## src/rtl/upcount_sched.sv

```systemverilog
`default_nettype none
// ============================================================================
// Module      : upcount_sched
// Description : Round-robin scheduler sharing one upcounter among R requesters
//               to time programmable delay intervals.
// Revision    : 1.0 - initial release
// ============================================================================
module upcount_sched #(
    parameter int N = 4,
    parameter int R = 4
) (
    input  logic             clk,
    input  logic             clr,
    input  logic [R-1:0]     req,
    input  logic [R*N-1:0]   dly,
    output logic [R-1:0]     gnt,
    output logic [R-1:0]     done,
    output logic             busy,
    output logic             cnt_clr,
    output logic             cnt_en,
    input  logic [N-1:0]     cnt_val
);

    localparam int IW = $clog2(R);

    typedef enum logic [1:0] {
        IDLE  = 2'd0,
        CLEAR = 2'd1,
        COUNT = 2'd2,
        DONE  = 2'd3
    } state_t;

    state_t          state_q;
    logic [IW-1:0]   ptr_q;
    logic [IW-1:0]   idx_q;
    logic [N-1:0]    tgt_q;

    logic [IW-1:0]   win_d;
    logic [N-1:0]    tgt_d;
    logic            found;
    logic [IW-1:0]   cand;
    logic [R-1:0]    own;

    // Search starts one past the last owner so the previous winner ranks last.
    always_comb begin
        win_d = '0;
        found = 1'b0;
        cand  = '0;
        for (int k = 1; k <= R; k++) begin
            cand = IW'((int'(ptr_q) + k) % R);
            if (!found && req[cand]) begin
                win_d = cand;
                found = 1'b1;
            end
        end
        tgt_d = dly[win_d*N +: N];
    end

    always_ff @(posedge clk) begin
        if (!clr) begin
            state_q <= IDLE;
            ptr_q   <= IW'(R - 1);
            idx_q   <= '0;
            tgt_q   <= '0;
        end else begin
            case (state_q)
                IDLE: begin
                    if (found) begin
                        idx_q   <= win_d;
                        tgt_q   <= tgt_d;
                        state_q <= CLEAR;
                    end
                end
                CLEAR: state_q <= COUNT;
                COUNT: begin
                    if (cnt_val == tgt_q) begin
                        state_q <= DONE;
                    end
                end
                DONE: begin
                    ptr_q   <= idx_q;
                    state_q <= IDLE;
                end
                default: state_q <= IDLE;
            endcase
        end
    end

    always_comb begin
        own     = R'(1) << idx_q;
        busy    = (state_q != IDLE);
        gnt     = busy ? own : '0;
        done    = (state_q == DONE) ? own : '0;
        cnt_en  = (state_q == COUNT) && (cnt_val != tgt_q);
        cnt_clr = ~clr | (state_q == CLEAR);
    end

endmodule
`default_nettype wire

```

## config.mk

```make
export PLATFORM = sky130hd
export DESIGN_NAME = upcount_sched
export DESIGN_NICKNAME = d
export VERILOG_FILES = /design/src/rtl/upcount_sched.sv
export SDC_FILE = /design/constraint.sdc
export NUM_CORES = 1
export LEC_CHECK = 0
export BUFFER_PORTS_ARGS = -buffer_cell sky130_fd_sc_hd__buf_2
export CELL_PAD_IN_SITES_DETAIL_PLACEMENT = 1
export CELL_PAD_IN_SITES_GLOBAL_PLACEMENT = 1
export CORE_UTILIZATION = 29
export DETAILED_ROUTE_END_ITERATION = 8
export GPL_ROUTABILITY_DRIVEN = 0
export PLACE_DENSITY = 0.84
export SETUP_SLACK_MARGIN = 0.2
export SYNTH_ARGS = -nofsm -noshare
export SYNTH_HDL_FRONTEND = slang
export SYNTH_SLANG_ARGS = --single-unit
```

## constraint.sdc

```tcl
create_clock -name clk -period 1.7 [get_ports clk]
set_clock_uncertainty 0.05 [all_clocks]
set_input_delay 0.085 -clock clk [delete_from_list [all_inputs] [get_ports clk]]
set_output_delay 0.085 -clock clk [all_outputs]
set_load 0.02 [all_outputs]
```

### Word level (Yosys, flattened, before mapping)

Cells that the tools add are included.

| storage, ports and cells | value |
|---|---|
| register bits after elaboration | 10 |
| bits in latches | 0 |
| RAM bits | 0 |
| ROM bits | 0 |
| bits of input ports | 26 |
| output and inout port bits | 11 |
| memories | 0 |

| operators by class | value |
|---|---|
| $add $sub $neg | 4 |
| multipliers | 0 |
| div/mod/pow operators | 0 |
| $lt $le $gt $ge | 4 |
| equal/unequal tests | 7 |
| shift operators | 2 |
| mux-type cells | 21 |
| bitwise gates (word level) | 2 |
| reductions and logical operators | 11 |

Operator list:

| kind | count |
|---|---|
| 16-bit by 5-bit variable part select with 4-bit output | 1 |
| 2-bit by 3-bit < comparator with 1-bit output, second input constant | 4 |
| 2-bit two-way mux | 6 |
| 1-bit binary-select mux with 2-bit select | 4 |
| 1-bit two-way mux | 8 |
| 4-bit two-way mux | 2 |
| 2-bit case mux with 4 select lines | 1 |
| 2-bit by 1-bit adder with 2-bit output, second input constant | 2 |
| 2-bit adder, second input constant | 2 |
| 2-bit == test, second input constant | 2 |
| 4-bit == test | 1 |
| 1-bit logical AND | 4 |
| 2-bit != test, second input constant | 2 |
| 4-bit != test | 1 |
| 2-bit AND reduction | 2 |
| 1-bit by 2-bit << shifter with 4-bit output, first input constant | 1 |
| 1-bit zero test | 3 |
| 2-bit by 1-bit == test with 1-bit output, second input constant | 1 |
| 2-bit zero test | 1 |
| 2-bit nonzero test | 1 |
| 1-bit inverter | 1 |
| 1-bit OR | 1 |

### Longest topological paths before layout

Gate-level depths: netlist (run 1).

| depth | value |
|---|---|
| depth in word-level cells | 15 |
| depth in mapped cells | 6 |
| mapped depth without buffers | 6 |

### Worst setup path before layout (run 1)

OpenSTA, ideal clock, no wires.

| timing | value |
|---|---|
| path kind | register to register |
| start | register ptr_q[0] |
| end | register tgt_q[0] |
| library setup time | 0.122 ns |
| arrival time | 1.496 ns |
| required time | 1.528 ns |
| path slack | 0.032 ns |
| stages on the path, launching flop included | 6 |
| path buffers | 0 |
| clock period less this slack | 1.668 ns |
| cells stage by stage | dfxtp_1 > nand2b_1 > nand3_2 > a21oi_4 > mux2_4 > a221o_1 |

| between the ends | value |
|---|---|
| word-level cells in the longest chain between the ends | 14 |

RTL lines:

| element | line | RTL |
|---|---|---|
| start, declared | 34 | `logic [IW-1:0] ptr_q;` |
| start signal, assigned | 62 | `ptr_q <= IW'(R - 1);` |
| start signal, assigned | 81 | `ptr_q <= idx_q;` |
| 2-bit by 1-bit adder with 2-bit output | 50 | `cand = IW'((int'(ptr_q) + k) % R);` |
| 1-bit binary-select mux with 2-bit select | 51 | `if (!found && req[cand]) begin` |
| 1-bit two-way mux (not written as such) | 51 |  |
| 1-bit two-way mux | 51 |  |
| 1-bit zero test | 51 |  |
| 1-bit logical AND | 51 |  |
| 1-bit two-way mux | 51 |  |
| 1-bit zero test | 51 |  |
| 1-bit logical AND | 51 |  |
| 1-bit two-way mux | 51 |  |
| 1-bit zero test | 51 |  |
| 1-bit logical AND | 51 |  |
| 2-bit two-way mux / 1-bit two-way mux (equally long branches) | 51 |  |
| 16-bit by 5-bit variable part select with 4-bit output / 2-bit AND reduction (equally long branches) | -- |  |
| end signal, assigned | 70 | `tgt_q <= tgt_d;` |
| end, declared | 36 | `logic [N-1:0] tgt_q;` |

Several ways; a longest one is shown, not always the timed one. The select of a mux whose other input is x is not followed.
A chain may end at the register's enable or synchronous reset.

### Worst setup path in the final report (run 1)

| timing | value |
|---|---|
| start | register ptr_q[0] |
| end | register tgt_q[1] |

Same word-level chain as after synthesis.

==> results of run 1 <==
per-layer routing:
metal  wire [µm]  share of wire [%]
met2        1240                 53
met5           0                  0
met3          91                3.9
met4          19               0.82
met1         965                 42
flip-flops by register name, indices dropped and copies added (netlist names):
| register | cells |
|---|---|
| tgt_q | 4 |
| idx_q | 2 |
| ptr_q | 2 |
| state_q | 2 |
cells by family after synthesis:
kind of cell             count (synthesis)  synth area share, %
AND/OR/NAND/NOR                         35                 27.8
AO/OA/AOI/OAI                           15                 16.7
multiplexers                            10                 15.3
flip-flops                              10                 25.2
buffers and inverters                    6                 2.83
adder cells (fa/ha/maj)                  5                 7.86
XOR/XNOR                                 4                 4.40
critical path: stages (launching register included):
cell      delay (ps)
dfxtp_2          350
nand2b_4         140
nand3b_4          90
a21oi_4          170
buf_12           150
mux2_4           300
a221o_1          320
cell type report:
class	instances	area, µm²
Inverter	4	15.0
Fill cell	313	1350
Clock buffer	4	36.3
Sequential cell	10	210
Multi-Input combinational cell	69	649
Tap cell	30	37.5
Timing Repair Buffer	41	243
worst paths after layout:
check / from / to / slack [ps] / depth (start not counted)
min reg2reg: state_q[1] / state_q[1] / 530 / 2
min: clr / ptr_q[0] / 20 / 2
max: ptr_q[0] / tgt_q[1] / 30 / 6
max reg2reg: ptr_q[0] / tgt_q[1] / 30 / 6
repair_timing:
item                                    CTS  global route
pin swaps                                 2             4
buffers inserted                          2             1
resized for setup                         9            11
endpoints found under the setup margin   10            12
stage by stage:
| stage | area, µm² | hold slack [ps] |
|---|---|---|
| finish | 1190 | 19.1 |
| global route | 1190 | 14.0 |
| CTS | 1140 | 12.4 |
| detailed placement | 1050 | 297 |
| global placement | 1050 | 289 |
| floorplan | 826 | 96.9 |
cell usage in the layout, fill, tap and decap left out, types with 4 or more instances in the layout:
master	netlist	final
a221o_1	4	4
and3_1	7	7
buf_2	0	34
buf_4	0	4
dfxtp_1	10	6
mux2_4	3	7
nand2_1	5	5
nand2b_1	6	5
nor2_1	5	5
xor2_1	4	4
power by group:
| part | leakage, nW | total [mW] | switching (mW) | internal [mW] |
|---|---|---|---|---|
| Combinational | 0.505 | 0.863 | 0.436 | 0.427 |
| Sequential | 0.0835 | 0.426 | 0.0972 | 0.328 |
| Clock | 0.0210 | 0.220 | 0.0898 | 0.130 |
| Total | 0.610 | 1.51 | 0.623 | 0.885 |
==> run summary, run 1 <==
Pins Over Slew Limit = 0
Antenna Nets Post-Route = 0
busiest grt layer = met2
Tot Pwr = 1.51 mW
Fmax = 598 MHz
GR Util met2 = 28.9%
Worst Setup Path Type = reg -> reg
drt total wl = 2.32 mm
DRT iter0 DRCs = 5
GR met1 Demand/Resource = 18.5%
area of the mapped netlist = 796 µm²
setup TNS = 0 ps
sequential element share of the synthesized area = 25.2%
GR Util met3 = 3.89%
clk slew on worst S/H paths = 80 ps
Primary FF master, synth = dfxtp_1
Hold Buf Count CTS = 0
main area contributors after synthesis = dfxtp_1 (25%), ha_1 (7.9%), mux2_1 (7.1%)
diode count = 0
pre-CTS setup slack = -51.0 ps
syn_nets = 116
Clock Sinks = 10
I/O Buffers = 36
Die W = 54.4 µm
cell with the most instances after synthesis = dfxtp_1
Mean Syn Cell Area = 9.36 µm²
Critical Path Sink Type = flop
final setup vio count = 0
Worst Path Required = 1810 ps
FFs w/ async S/R, synth = 0%
most frequent cells after synthesis = dfxtp_1 (10), and3_1 (7), nand2b_1 (6)
DR WL/cell = 14.7 µm
Critical Path Start Type = flop
HP Class = in -> reg
# DRC = 0
CTS Root Cell = clkbuf_4
total grt overflow = 0
share of cells above drive strength 1 = 56.3%
post-layout util = 46.8%
Core Region = 2540 µm²
Final Cycle Share = 98.4%
post-DP HPWL = 1.73 mm
largest net degree at the start of global routing = 11
status = completed
crit path time final = 1670 ps
fin cells = 158
first-pass iteration count of the detailed router = 4
Lkg Pwr = 0.610 nW
max-cap violation count = 0
RSZ-0062 raised after global routing = yes
count of cell types in the netlist = 31
vias post-DR = 821
Post-synth EDFFs = 0
initial antenna violation count = 0
IO Pins = 37
CTS tree = done
number of global-route vias before repair = 789
synthesis-to-layout area growth = 49.7%
Num CTS Buffers = 3
DR vias/cell = 5.20
YS warnings = 0
clock buffer depth = 2
synthesis-stage register bit count = 10
Synth top area share = 25.2%
Slew HR = 75.3%
first-pass GRT wire length = 3.41 mm
Rows = 18
Worst Max-Slew Pin Slew = 369 ps
H-tree lvl count = 1
Syn Inst Count = 85
Final Net Count = 160
largest area contributor in the netlist = dfxtp_1
worst-path fanout max = 8
Final Hold Viols = 0
Die Height = 54.4 µm
placed instance count = 151
Pwr Density = 1270 nW/µm²
VDD IR max = 0.000551 V
later-pin clock latency in the skew report = 270 ps
worst setup margin = 27.6 ps
DIE AREA = 2960 µm²
initial core utilization = 31.3%
Data arrival, critical path = 1780 ps
total track usage = 16.2%
Note: power is estimated with default switching activity, not from simulation.
==> inputs of run 2 (changes only) <==
--- a/config.mk
+++ b/config.mk
@@ -12,6 +12,7 @@
 export DETAILED_ROUTE_END_ITERATION = 8
 export GPL_ROUTABILITY_DRIVEN = 0
 export PLACE_DENSITY = 0.84
+export RECOVER_POWER = 50
 export SETUP_SLACK_MARGIN = 0.2
 export SYNTH_ARGS = -nofsm -noshare
 export SYNTH_HDL_FRONTEND = slang
==> run summary, run 2 (synthesis gave the netlist of run 1 again) <==
status = completed (unchanged)
DR vias/cell = 5.20 (about the same)
Antenna Nets Post-Route = 0 (unchanged)
Num CTS Buffers = 3 (unchanged)
H-tree lvl count = 1 (unchanged)
number of global-route vias before repair = 789 (unchanged)
fill cell count = 317 (was 313)
net switching power = 0.623 mW (about the same)
total grt overflow = 0 (unchanged)
Core Region = 2540 µm² (unchanged)
sequential share of power = 28.0% (was 28.2%)
clk slew on worst S/H paths = 70 ps (was 80 ps)
placed instance count = 151 (unchanged)
Top reg by flops = tgt_q (unchanged)
total track usage = 16.2% (unchanged)
Data arrival, critical path = 1780 ps (about the same)
clock power share = 14.7% (was 14.6%)
Critical Path Start Type = flop (unchanged)
I/O Buffers = 36 (unchanged)
Fmax = 598 MHz (about the same)
Slowest-stage cell, CP = dfxtp_2 (unchanged)
synthesis-to-layout area growth = 48.3% (was 49.7%)
setup TNS = 0 ps (unchanged)
first-pass iteration count of the detailed router = 6 (was 4)
Die W = 54.4 µm (unchanged)
Critical Path Sink Type = flop (unchanged)
Seq. cell area = 206 µm² (was 210 µm²)
Pwr Density = 1270 nW/µm² (about the same)
Lkg Pwr = 0.597 nW (was 0.610 nW)
Clock Sinks = 10 (unchanged)
final setup vio count = 0 (unchanged)
share of cells above drive strength 1 = 51.6% (was 56.3%)
CTS tree = done (unchanged)
Net Sw Frac = 41.7% (was 41.3%)
IO Pins = 37 (unchanged)
clock buffer depth = 2 (unchanged)
DRT iter0 DRCs = 7 (was 5)
vias post-DR = 822 (was 821)
max reg flops = 4 (unchanged)
HP Class = in -> reg (unchanged)
largest net degree at the start of global routing = 11 (unchanged)
CTS Root Cell = clkbuf_4 (unchanged)
post-DP HPWL = 1.73 mm (unchanged)
Hold Buf Count CTS = 0 (unchanged)
# DRC = 0 (unchanged)
initial antenna violation count = 0 (unchanged)
Rows = 18 (unchanged)
Worst Path Required = 1810 ps (about the same)
fin cells = 158 (unchanged)
Slew HR = 75.3% (about the same)
Tot Pwr = 1.49 mW (was 1.51 mW)
CP max stage delay = 350 ps (about the same)
DIE AREA = 2960 µm² (unchanged)
crit path cell chain = nand2b_4, nand3b_4, a21oi_4, buf_12, mux2_4, a221o_1 (unchanged)
initial core utilization = 31.3% (unchanged)
diode count = 0 (unchanged)
drt total wl = 2.33 mm (was 2.32 mm)
Worst Max-Slew Pin Slew = 368 ps (was 369 ps)
first-pass GRT wire length = 3.41 mm (unchanged)
Worst Setup Path Type = reg -> reg (unchanged)
most frequent cells in the layout = buf_2 (30), and3_1 (7), mux2_4 (7), dfxtp_1 (7) (was buf_2 (34), and3_1 (7), mux2_4 (7), dfxtp_1 (6))
Pins Over Slew Limit = 0 (unchanged)
DR WL/cell = 14.7 µm (about the same)
crit path time final = 1670 ps (about the same)
Final Hold Viols = 0 (unchanged)
RSZ-0062 raised after global routing = yes (unchanged)
Pint = 0.871 mW (was 0.885 mW)
worst setup margin = 27.7 ps (was 27.6 ps)
Die Height = 54.4 µm (unchanged)
VDD IR max = 0.000549 V (was 0.000551 V)
max-cap violation count = 0 (unchanged)
Final Net Count = 160 (unchanged)
later-pin clock latency in the skew report = 270 ps (about the same)
setup slack, reg-to-reg = 30 ps (about the same)
pre-CTS setup slack = -51.0 ps (unchanged)
Gate power share = 57.3% (was 57.2%)
Fin Hold WS = 20.3 ps (was 19.1 ps)
multi-input combinational cell area = 647 µm² (was 649 µm²)
commonest non-fill, non-tap cell in the layout = buf_2 (unchanged)
worst-path fanout max = 8 (unchanged)
Final Cycle Share = 98.4% (about the same)
[run 2: worst max-delay path: cells and delay by family (launching register included)]
family	cells	cell delay, ps
AO/OA/AOI/OAI	2	490
AND/OR/NAND/NOR	2	230
buffers and inverters	1	150
flip-flops	1	350
multiplexers	1	300
[run 2: per-layer routing]
| metal | wire length (µm) | vias to the layer above | GRT usage [%] |
|---|---|---|---|
| li1 | - | 397 | - |
| met1 | 973 | 389 | 18.5 |
| met2 | 1240 | 34 | 28.9 |
| met3 | 98 | 2 | 3.89 |
| met4 | 19 | 0 | 5.98 |
| met5 | 0 | - | 0 |
[run 2: area by class of cell]
type	count	share of cell area, %
Tap cell	30	3.18
Sequential cell	10	17.5
Clock buffer	4	3.08
Inverter	4	1.27
Multi-Input combinational cell	69	54.8
Timing Repair Buffer	41	20.1
[run 2: worst paths after layout]
path,start,end,depth (start not counted)
min,clr,ptr_q[0],2
max,ptr_q[0],tgt_q[1],6
min reg2reg,ptr_q[0],ptr_q[0],3
max reg2reg,ptr_q[0],tgt_q[1],6
[run 2: stage by stage]
step	area [µm²]	utilization, %
final	1180	46.4
after global routing	1180	46.4
after CTS	1140	45.0
after detailed placement	1050	41.3
after global placement	1050	41.3
after floorplan	826	-
[run 2: timing repair]
action                     CTS  global route
resized for setup            9            11
pin swaps                    2             4
buffers inserted             2             1
setup endpoints to repair   10            12
[run 2: power groups by stage]
stage	Sequential (mW)	Clock, mW	Combinational [mW]
global placement	0.397	0	0.690
CTS	0.405	0.226	0.800
global route	0.427	0.243	0.930
floorplan	0.359	0	0.549
finish	0.418	0.220	0.856
detailed placement	0.403	0	0.724
==> inputs of run 3 (changes only) <==
--- a/config.mk
+++ b/config.mk
@@ -13,7 +13,6 @@
 export GPL_ROUTABILITY_DRIVEN = 0
 export PLACE_DENSITY = 0.84
 export RECOVER_POWER = 50
-export SETUP_SLACK_MARGIN = 0.2
 export SYNTH_ARGS = -nofsm -noshare
 export SYNTH_HDL_FRONTEND = slang
 export SYNTH_SLANG_ARGS = --single-unit
==> run summary, run 3 (synthesis gave the netlist of run 1 again) <==
clock buffer depth = 2 (unchanged)
RR Startpoint = ptr_q[0] (unchanged)
clk slew on worst S/H paths = 70 ps (about the same)
Worst Max-Slew Pin Slew = 287 ps (was 368 ps)
diode count = 0 (unchanged)
number of global-route vias before repair = 834 (was 789)
synthesis-to-layout area growth = 44.3% (was 48.3%)
Die W = 54.4 µm (unchanged)
fin area = 1150 µm² (was 1180 µm²)
CTS Root Cell = clkbuf_4 (unchanged)
initial antenna violation count = 0 (unchanged)
final setup vio count = 0 (unchanged)
total grt overflow = 0 (unchanged)
Placed Area = 1040 µm² (was 1050 µm²)
status = completed (unchanged)
max-cap violation count = 0 (unchanged)
CP max stage delay = 350 ps (about the same)
initial core utilization = 31.3% (unchanged)
CTS tree = done (unchanged)
HP Class = in -> reg (unchanged)
Fmax = 596 MHz (was 598 MHz)
Top reg by flops = tgt_q (unchanged)
post-layout util = 45.1% (was 46.4%)
Lkg Pwr = 0.604 nW (was 0.597 nW)
Antenna Nets Post-Route = 0 (unchanged)
Rows = 18 (unchanged)
Pwr Density = 1200 nW/µm² (was 1270 nW/µm²)
drt total wl = 2.27 mm (was 2.33 mm)
first-pass iteration count of the detailed router = 3 (was 6)
setup slack, reg-to-reg = 20 ps (was 30 ps)
Worst Setup Path Type = reg -> reg (unchanged)
Final Hold Viols = 0 (unchanged)
Data arrival, critical path = 1790 ps (was 1780 ps)
Die Height = 54.4 µm (unchanged)
largest net degree at the start of global routing = 11 (unchanged)
hold path cells = 2 (unchanged)
Clock Sinks = 10 (unchanged)
commonest non-fill, non-tap cell in the layout = buf_2 (unchanged)
Final Cycle Share = 98.6% (was 98.4%)
Slowest-stage cell, CP = dfxtp_2 (unchanged)
VDD IR max = 0.000560 V (was 0.000549 V)
most frequent cells in the layout = buf_2 (34), dfxtp_1 (8), mux2_4 (7), and3_1 (6), buf_4 (6) (was buf_2 (30), and3_1 (7), mux2_4 (7), dfxtp_1 (7))
Worst Setup SP = ptr_q[0] (unchanged)
DR vias/cell = 5.04 (was 5.20)
Core Region = 2540 µm² (unchanged)
IO Pins = 37 (unchanged)
Final Net Count = 162 (was 160)
later-pin clock latency in the skew report = 270 ps (about the same)
Num CTS Buffers = 3 (unchanged)
Pins Over Slew Limit = 0 (unchanged)
R2R cell count = 6 (unchanged)
crit path cell chain = nand2b_4, nand3_4, a21oi_4, buf_12, mux2_1, a221o_1 (was nand2b_4, nand3b_4, a21oi_4, buf_12, mux2_4, a221o_1)
Slew HR = 80.7% (was 75.3%)
# DRC = 0 (unchanged)
total track usage = 17.3% (was 16.2%)
Critical Path Start Type = flop (unchanged)
CP endpoint = tgt_q[0] (was tgt_q[1])
post-DP HPWL = 1.82 mm (was 1.73 mm)
Critical Path Sink Type = flop (unchanged)
first-pass GRT wire length = 3.63 mm (was 3.41 mm)
H-tree lvl count = 1 (unchanged)
RSZ-0062 raised after global routing = yes (unchanged)
vias post-DR = 801 (was 822)
DIE AREA = 2960 µm² (unchanged)
DRT iter0 DRCs = 8 (was 7)
I/O Buffers = 36 (unchanged)
fill cell count = 315 (was 317)
crit path time final = 1680 ps (was 1670 ps)
Worst Path Required = 1810 ps (about the same)
worst r2r dst = tgt_q[0] (was tgt_q[1])
worst-path fanout max = 8 (unchanged)
share of cells above drive strength 1 = 50.4% (was 51.6%)
max reg flops = 4 (unchanged)
DR WL/cell = 14.3 µm (was 14.7 µm)
Hold Startpoint = clr (unchanged)
==> run 3: cell count changes in the layout (fill, tap and decap cells not counted), sizes merged <==
cell | previous run | this run
buf | 37 | 41
clkbuf | 8 | 5
==> run 3: per-layer routing <==
metal / GRT usage [%] / wire length, µm
met1: 20.4 / 1000
met2: 31.1 / 1140
met3: 2.50 / 104
met4: 6.41 / 26
met5: 0 / 0
==> run 3: worst min-delay path by stage <==
| stage | to | slack, ps |
|---|---|---|
| global placement | ptr_q[0] | 310 |
| detailed placement | ptr_q[0] | 330 |
| global route | ptr_q[0] | 60 |
| CTS | ptr_q[0] | 40 |
| finish | ptr_q[0] | 50 |
| floorplan | ptr_q[0] | 100 |
==> run 3: power breakdown <==
| part | switching [mW] | leakage [nW] | total [mW] | internal, mW |
|---|---|---|---|---|
| clock network | 0.0877 | 0.0138 | 0.170 | 0.0820 |
| logic | 0.415 | 0.507 | 0.817 | 0.403 |
| registers | 0.0784 | 0.0823 | 0.395 | 0.317 |
| total | 0.581 | 0.604 | 1.38 | 0.801 |
==> run 3: worst max-delay path, delay by kind of cell, from the launching register on <==
family                 cells  cell delay, ps
AOI/OAI and AO/OA          2             460
muxes                      1             340
DFF                        1             350
and+or+nand+nor            2             220
buffers and inverters      1             150
==> run 3: per-stage QoR <==
stage | TNS [ps] | std cells | hold slack [ps] | worst slack (ps) | power [mW]
floorplan | 0 | 85 | 96.9 | 31.7 | 0.884
global placement | 0 | 154 | 314 | 10.1 | 1.08
detailed placement | -317 | 154 | 330 | -88.4 | 1.13
CTS | 0 | 158 | 44.8 | 8.52 | 1.34
global route | -57.2 | 159 | 59.1 | -23.5 | 1.48
finish | 0 | 159 | 51.4 | 23.4 | 1.38
==> run 3: layout make-up <==
cell class,count,area (µm²),share of cell area [%]
clock buffer,3,22.5,1.96
inverter,4,15.0,1.31
tap,30,37.5,3.27
sequential,10,203,17.6
timing repair buffer,43,243,21.1
multi-input combinational,69,628,54.7
==> run 3: repair_timing <==
| action | 4_1_cts | 5_1_grt |
|---|---|---|
| pin swaps | 1 | 4 |
| gates resized for setup | 3 | 10 |
| endpoints found under the setup margin | 4 | 4 |
| hold buffers | 0 | 0 |
| buffers inserted | 1 | 1 |
